===== src/rtl/uart_rx_frame_decoder.sv =====
// UART receive bit/frame engine: mid-bit oversampled deserializer with parity/stop checks
// and a valid/ready output register that drops and flags words arriving while one is held.
module uart_rx_frame_decoder #(
    parameter int unsigned DATA_BITS  = 8,
    parameter int unsigned OVERSAMPLE = 16
) (
    input  logic                 i_clk,
    input  logic                 i_nrst,
    input  logic                 i_en,
    input  logic                 i_rx,
    input  logic                 i_rx_fall,
    input  logic                 i_baud_tick,
    input  logic                 i_parity_en,
    input  logic                 i_parity_odd,
    input  logic                 i_stop2,
    output logic [DATA_BITS-1:0] o_data,
    output logic                 o_valid,
    input  logic                 i_ready,
    output logic                 o_frame_err,
    output logic                 o_parity_err,
    output logic                 o_overrun,
    output logic                 o_busy
);

    localparam int unsigned TickW = $clog2(OVERSAMPLE);
    localparam int unsigned BitW  = $clog2(DATA_BITS + 1);
    localparam logic [TickW-1:0] HalfLast = TickW'(OVERSAMPLE / 2 - 1);
    localparam logic [TickW-1:0] FullLast = TickW'(OVERSAMPLE - 1);
    localparam logic [BitW-1:0]  BitsLast = BitW'(DATA_BITS - 1);

    typedef enum logic [2:0] {StIdle, StStart, StData, StParity, StStop} state_e;

    state_e               state_q, state_d;
    logic [TickW-1:0]     tick_q, tick_d;
    logic [BitW-1:0]      bit_q, bit_d;
    logic [DATA_BITS-1:0] shift_q, shift_d;
    logic                 par_en_q, par_en_d;
    logic                 par_odd_q, par_odd_d;
    logic                 stop2_q, stop2_d;
    logic                 stop_second_q, stop_second_d;
    logic                 ferr_q, ferr_d;
    logic                 perr_q, perr_d;
    logic                 done_q, done_d;

    logic [DATA_BITS-1:0] data_q, data_d;
    logic                 valid_q, valid_d;
    logic                 ferr_out_q, ferr_out_d;
    logic                 perr_out_q, perr_out_d;
    logic                 ovr_q, ovr_d;
    logic                 load;

    logic                 at_half;
    logic                 at_full;
    logic [TickW-1:0]     tick_inc;

    assign at_half  = i_baud_tick && (tick_q == HalfLast);
    assign at_full  = i_baud_tick && (tick_q == FullLast);
    assign tick_inc = i_baud_tick ? tick_q + TickW'(1) : tick_q;

    always_comb begin
        state_d       = state_q;
        tick_d        = tick_q;
        bit_d         = bit_q;
        shift_d       = shift_q;
        par_en_d      = par_en_q;
        par_odd_d     = par_odd_q;
        stop2_d       = stop2_q;
        stop_second_d = stop_second_q;
        ferr_d        = ferr_q;
        perr_d        = perr_q;
        done_d        = 1'b0;

        unique case (state_q)
            StIdle: begin
                if (i_en && i_rx_fall) begin
                    state_d       = StStart;
                    tick_d        = '0;
                    bit_d         = '0;
                    par_en_d      = i_parity_en;
                    par_odd_d     = i_parity_odd;
                    stop2_d       = i_stop2;
                    stop_second_d = 1'b0;
                    ferr_d        = 1'b0;
                    perr_d        = 1'b0;
                end
            end
            StStart: begin
                tick_d = tick_inc;
                if (at_half) begin
                    tick_d  = '0;
                    // A high line at mid-start is a glitch, not a frame.
                    state_d = i_rx ? StIdle : StData;
                end
            end
            StData: begin
                tick_d = tick_inc;
                if (at_full) begin
                    tick_d  = '0;
                    shift_d = {i_rx, shift_q[DATA_BITS-1:1]};
                    if (bit_q == BitsLast) begin
                        state_d = par_en_q ? StParity : StStop;
                    end else begin
                        bit_d = bit_q + BitW'(1);
                    end
                end
            end
            StParity: begin
                tick_d = tick_inc;
                if (at_full) begin
                    tick_d  = '0;
                    perr_d  = ((^shift_q) ^ i_rx) != par_odd_q;
                    state_d = StStop;
                end
            end
            StStop: begin
                tick_d = tick_inc;
                if (at_full) begin
                    tick_d = '0;
                    ferr_d = ferr_q | ~i_rx;
                    if (stop2_q && !stop_second_q) begin
                        stop_second_d = 1'b1;
                    end else begin
                        state_d = StIdle;
                        done_d  = 1'b1;
                    end
                end
            end
            default: state_d = StIdle;
        endcase

        if (!i_en) begin
            state_d = StIdle;
            done_d  = 1'b0;
        end
    end

    // Output stage: a completed word loads only if the slot is free or being freed now.
    always_comb begin
        load       = done_q && (!valid_q || i_ready);
        data_d     = data_q;
        valid_d    = valid_q;
        ferr_out_d = ferr_out_q;
        perr_out_d = perr_out_q;
        ovr_d      = done_q && !load;
        if (load) begin
            data_d     = shift_q;
            valid_d    = 1'b1;
            ferr_out_d = ferr_q;
            perr_out_d = perr_q;
        end else if (valid_q && i_ready) begin
            valid_d = 1'b0;
        end
    end

    always_ff @(posedge i_clk or negedge i_nrst) begin
        if (!i_nrst) begin
            state_q       <= StIdle;
            tick_q        <= '0;
            bit_q         <= '0;
            shift_q       <= '0;
            par_en_q      <= 1'b0;
            par_odd_q     <= 1'b0;
            stop2_q       <= 1'b0;
            stop_second_q <= 1'b0;
            ferr_q        <= 1'b0;
            perr_q        <= 1'b0;
            done_q        <= 1'b0;
            data_q        <= '0;
            valid_q       <= 1'b0;
            ferr_out_q    <= 1'b0;
            perr_out_q    <= 1'b0;
            ovr_q         <= 1'b0;
        end else begin
            state_q       <= state_d;
            tick_q        <= tick_d;
            bit_q         <= bit_d;
            shift_q       <= shift_d;
            par_en_q      <= par_en_d;
            par_odd_q     <= par_odd_d;
            stop2_q       <= stop2_d;
            stop_second_q <= stop_second_d;
            ferr_q        <= ferr_d;
            perr_q        <= perr_d;
            done_q        <= done_d;
            data_q        <= data_d;
            valid_q       <= valid_d;
            ferr_out_q    <= ferr_out_d;
            perr_out_q    <= perr_out_d;
            ovr_q         <= ovr_d;
        end
    end

    assign o_data       = data_q;
    assign o_valid      = valid_q;
    assign o_frame_err  = ferr_out_q;
    assign o_parity_err = perr_out_q;
    assign o_overrun    = ovr_q;
    assign o_busy       = (state_q != StIdle);

endmodule


===== config.mk =====
export PLATFORM = sky130hd
export DESIGN_NAME = uart_rx_frame_decoder
export DESIGN_NICKNAME = d
export VERILOG_FILES = /design/src/rtl/uart_rx_frame_decoder.sv
export SDC_FILE = /design/constraint.sdc
export NUM_CORES = 1
export LEC_CHECK = 0
export BUFFER_PORTS_ARGS = -buffer_cell sky130_fd_sc_hd__buf_2
export CAP_MARGIN = 25
export CORE_MARGIN = 5
export CORE_UTILIZATION = 49
export CTS_CLUSTER_DIAMETER = 150
export CTS_CLUSTER_SIZE = 25
export DETAILED_ROUTE_END_ITERATION = 8
export PLACE_DENSITY = 0.7
export SLEW_MARGIN = 20
export SYNTH_ARGS = -nofsm -noshare
export SYNTH_HDL_FRONTEND = slang
export SYNTH_SLANG_ARGS = --single-unit

===== constraint.sdc =====
create_clock -name i_clk -period 3.7 [get_ports i_clk]
set_input_delay 0.37 -clock i_clk [delete_from_list [all_inputs] [get_ports i_clk]]
set_output_delay 0.37 -clock i_clk [all_outputs]
set_load 0.01 [all_outputs]

Word level (Yosys, flattened, before mapping). Cells that the tools add are included.

RAM bits: 0. Input bits: 10. ROM bits: 0. Latch bits: 0. Register bits after elaboration: 38. Memories: 0. Output and inout bits: 13.

Bitwise operators: 3. Shifts and indexed selects: 0. Order comparisons: 0. Eq/ne operators: 21. Muxes and demuxes: 33. $add $sub $neg: 2. $mul: 0. Divide/modulo/power cells: 0. Reduce and logical (&&, ||, !) cells: 28.

Operators with widths (count): 3-bit 2-to-1 mux (9); 4-bit 2-to-1 mux (6); 3-bit inequality test, second input constant (7); 3-bit case mux with 5 select lines (1); 2-bit inequality test, second input constant (6); 4-bit case mux with 3 select lines (1); 1-bit 2-to-1 mux (11); 4-bit by 1-bit adder with 4-bit output, second input constant (2); 4-bit by 3-bit equality test with 1-bit output, second input constant (2); 4-bit case mux with 2 select lines (1); 4-bit AND reduction (2); 2-bit nonzero test (4); 8-bit XOR reduction (1); 1-bit logical AND (7); 7-bit AND reduction (1); 3-bit by 2-bit equality test with 1-bit output, second input constant (2); 1-bit case mux with 2 select lines (3); 2-bit AND reduction (3); 3-bit AND reduction (2); 3-bit nonzero test (2); 4-bit equality test, second input constant (1); 3-bit by 1-bit equality test with 1-bit output, second input constant (1); 3-bit equality test, second input constant (1); 1-bit zero test (3); 8 further kinds (8).

Logic depth before layout (Yosys ltp).
Word-level depth: 6. Depth in mapped cells: 6. Gate-level depth less buffers: 5.

Least setup slack after synthesis. OpenSTA, ideal clock, no wires.

Path kind: reg-to-reg. From: register tick_q[0]. To: register shift_q[7]. Slack: 2.137 ns. Cell stages (with the launch flop): 5. Library setup time: 0.125 ns. Period minus slack after synthesis: 1.563 ns. Arrival time: 1.438 ns. Required time: 3.575 ns. Cell sequence: dfrtp_1 -> ha_1 -> nand4_2 -> nor3_4 -> mux2_2.

Cells in the longest elaborated chain, start to end: 3.

Ends and longest elaborated chain: from (decl) (RTL line 34) `logic [TickW-1:0] tick_q, tick_d;`; from (signal assigned) (RTL line 175) `tick_q <= tick_d;`; 4-bit equality test (RTL line 57) `assign at_full = i_baud_tick && (tick_q == FullLast);`; 1-bit logical AND (RTL line 57); 2-bit AND reduction (no source line); to (signal assigned) (RTL line 177) `shift_q <= shift_d;`; to (decl) (RTL line 36) `logic [DATA_BITS-1:0] shift_q, shift_d;`.

No other way between the ends. A chain may end at the register's enable or synchronous reset.

Final worst setup path.
From: register state_q[2]. To: register bit_q[1].

Cells in the longest elaborated chain, start to end: 3. Elaborated cells on any way between the ends: 8. Those cells by class: eq/ne (4); mux (1); reduce/logical (3).

Ends and longest elaborated chain: from (decl) (RTL line 33) `state_e state_q, state_d;`; from (signal assigned) (RTL line 157) `state_q <= StIdle;`; from (signal assigned) (RTL line 174) `state_q <= state_d;`; 3-bit by 2-bit equality test with 1-bit output or 3-bit zero test (tied branches) (RTL line 73) `unique case (state_q)`; 2-bit inequality test (no source line) or 2-bit nonzero test (tied branches); 4-bit AND reduction (no source line); to (signal assigned) (RTL line 176) `bit_q <= bit_d;`; to (decl) (RTL line 35) `logic [BitW-1:0] bit_q, bit_d;`.

Parallel ways exist; a longest one is shown, timed or not.

==> flow_summary.ini <==
[outcome]
status = complete, no violations

[timing]
rsz0062_at_grt = no
timing.slew.headroom = 0.451
worst_slew_pin_slew_ps = 824
final_hold_viol_count = 0
clock_skew_ps = 8.87
fmax_mhz = 556
setup_viol = 0
finalSetupTns_ps = 0
fin_crit_ps = 1800
period_share = 0.486
slew_violations = 0

[setup_path]
required_ps = 3870
startpoint_type = flop
path_max_fanout = 14
cp.arrival_ps = 1970
criticalPathCategory = reg -> reg
reg2reg_to = bit_q[1]$_DFFE_PN0P_
r2r-start = state_q[2]$_DFFE_PN0P_
startpoint = state_q[2]$_DFFE_PN0P_
ff2ff_setup_slack_ps = 1900
crit_path_end_kind = flop
rr_worst_depth = 4

[clock_network]
hold_buffers = 0
clk_latency_ps = 290
cts_inserted_buffers = 5
cts-root-buf = clkbuf_8
postCtsSetupRepairBufs = 0
cts_sinks = 38
cts_max_path_buffers = 2
clk_pin_slew_worst_paths_ps = 80
htree_levels = 2
cts-resized-gates = 0
cts_tree = done

[grt]
antenna_found_initial = 0
grt_pass1_vias = 1376
grt-ovfl-total = 0
grt_max_degree = 39
grt_pass1_wl_um = 6410
track_usage = 0.158

[finish]
synthToLayoutAreaGrowth_pct = 12.4
drive_gt1_frac = 0.311
nets = 207
fill_cells = 331
num_antenna_cells = 0
instances_no_fill = 244

[routing]
wire_per_inst_um = 15.1
initialDrtViolationCount = 59
drc = 0
routed_via_density = 5.42
wl_um = 3690
drt-pass1-iter-count = 6
ant_nets = 0
vias = 1323

[placed_design]
dpl.cell_count = 236
gp_congestion = 0.795
port_buffers = 22
dp_hpwl_um = 2700

[logic_synthesis]
ys_async_sr_fraction = 1.00
synth_nets = 183
syn_area_mm2 = 0.00191
synthFlopType = dfrtp_1
avgSynthCellArea_um2 = 11.2
yosysMostFrequentCell = dfrtp_1
synth-edff-count = 0
synth.distinct_cells = 44
netlist_instances = 171
netlist.area_leader.share = 0.497
yosys_warnings = 0
synth_commonest_cells = dfrtp_1 (38), nand2_1 (27), mux2_2 (18)
seq_area_frac_synth = 0.497
synth_seq_cells = 38
yosysTopAreaCell = dfrtp_1
synth.top_cells.by_area = dfrtp_1 (50%), mux2_2 (11%), nand2_1 (5.3%)

[die]
start_util = 0.515
coreArea_mm2 = 0.00372
die_y_um = 72.5
ios = 23
rows = 22
die-area_mm2 = 0.00525
die_width_um = 72.5

[job]
maxCapViolCount = 0

[power]
irDropWorstVdd_v = 0.000309
power_density_mw_per_mm2 = 518
p_leak_nw = 1.07

[hold_path]
worstHoldPathType = in -> async
-- final cells by class --
| cell class | instances | area, um2 | share of cell area |
|---|---|---|---|
| repair buffers | 22 | 110 | 0.0512 |
| clock buffers | 6 | 82.6 | 0.0384 |
| inverters | 4 | 15.0 | 0.00698 |
| well taps | 48 | 60.1 | 0.0279 |
| flip-flops and latches | 38 | 951 | 0.442 |
| clock inverters | 2 | 12.5 | 0.00582 |
| multi-input cells | 124 | 918 | 0.427 |
-- per-layer routing --
layer,GRT usage,part of all wire
met3,0.0429,0.044
met5,0,0
met2,0.270,0.50
met4,0.0533,0.013
met1,0.192,0.44
-- state kept, by name (all words and copies together), names as in the netlist, 3 cells and up --
signal,count
shift_q,8
state_q,3
tick_q,4
o_data,8
bit_q,4
-- worst max-delay path by stage --
stage                             end  cells after the start
6_report         bit_q[1]$_DFFE_PN0P_                      4
5_1_grt          bit_q[1]$_DFFE_PN0P_                      4
4_1_cts          bit_q[1]$_DFFE_PN0P_                      4
3_5_place_dp     bit_q[1]$_DFFE_PN0P_                      4
3_3_place_gp     bit_q[1]$_DFFE_PN0P_                      4
2_1_floorplan  shift_q[7]$_DFFE_PN0P_                      4
-- placed cells by master (no fill, tap or decap), drive strengths merged, types with 2 or more instances in the layout --
cell type and count:
dfrtp 38, nand2 27, buf 22, mux2 18, nor2 9, a21oi 8
nand3 6, xnor2 6, clkbuf 6, inv 4, mux2i 4, o21ai 4
nand4 4, nand2b 3, xor2 3, nor3b 3, a2111oi 2, and4 2
nor2b 2, or3b 2, o22a 2, ha 2, or2 2, nor3 2
a21boi 2
-- cell families (layout without fill, tap and decap cells) --
| logic type | count (synthesis) | after routing | synth area share |
|---|---|---|---|
| AND/OR/NAND/NOR | 66 | 66 | 0.192 |
| AO/OA/AOI/OAI | 24 | 24 | 0.0955 |
| flip-flops | 38 | 38 | 0.497 |
| XOR/XNOR | 10 | 10 | 0.0530 |
| multiplexers | 22 | 22 | 0.127 |
| adder cells (fa/ha/maj) | 2 | 2 | 0.0131 |
| buffers and inverters | 9 | 34 | 0.0229 |
-- critical path: stages (launching register included) --
cell and delay (ps):
dfrtp_1 540, or3_4 450, or2_0 370, a22oi_1 230, o22ai_1 100
-- per-stage QoR --
stage | total power, W | utilization | hold slack, ps | worst slack (ps) | area, um2
3_3_place_gp | 0.000810 | 0.553 | 448 | 1950 | 2050
5_1_grt | 0.00118 | 0.578 | 251 | 1810 | 2150
6_report | 0.00111 | 0.578 | 175 | 1900 | 2150
2_1_floorplan | 0.000760 | - | 74.4 | 2140 | 1910
4_1_cts | 0.00112 | 0.578 | 204 | 1880 | 2150
3_5_place_dp | 0.000827 | 0.553 | 472 | 1890 | 2050
-- power breakdown --
group,internal [W],switching [W]
logic,0.000135,0.000163
clock network,0.000150,0.000146
registers,0.000456,0.0000639
Power figures use the tool's default switching activity.
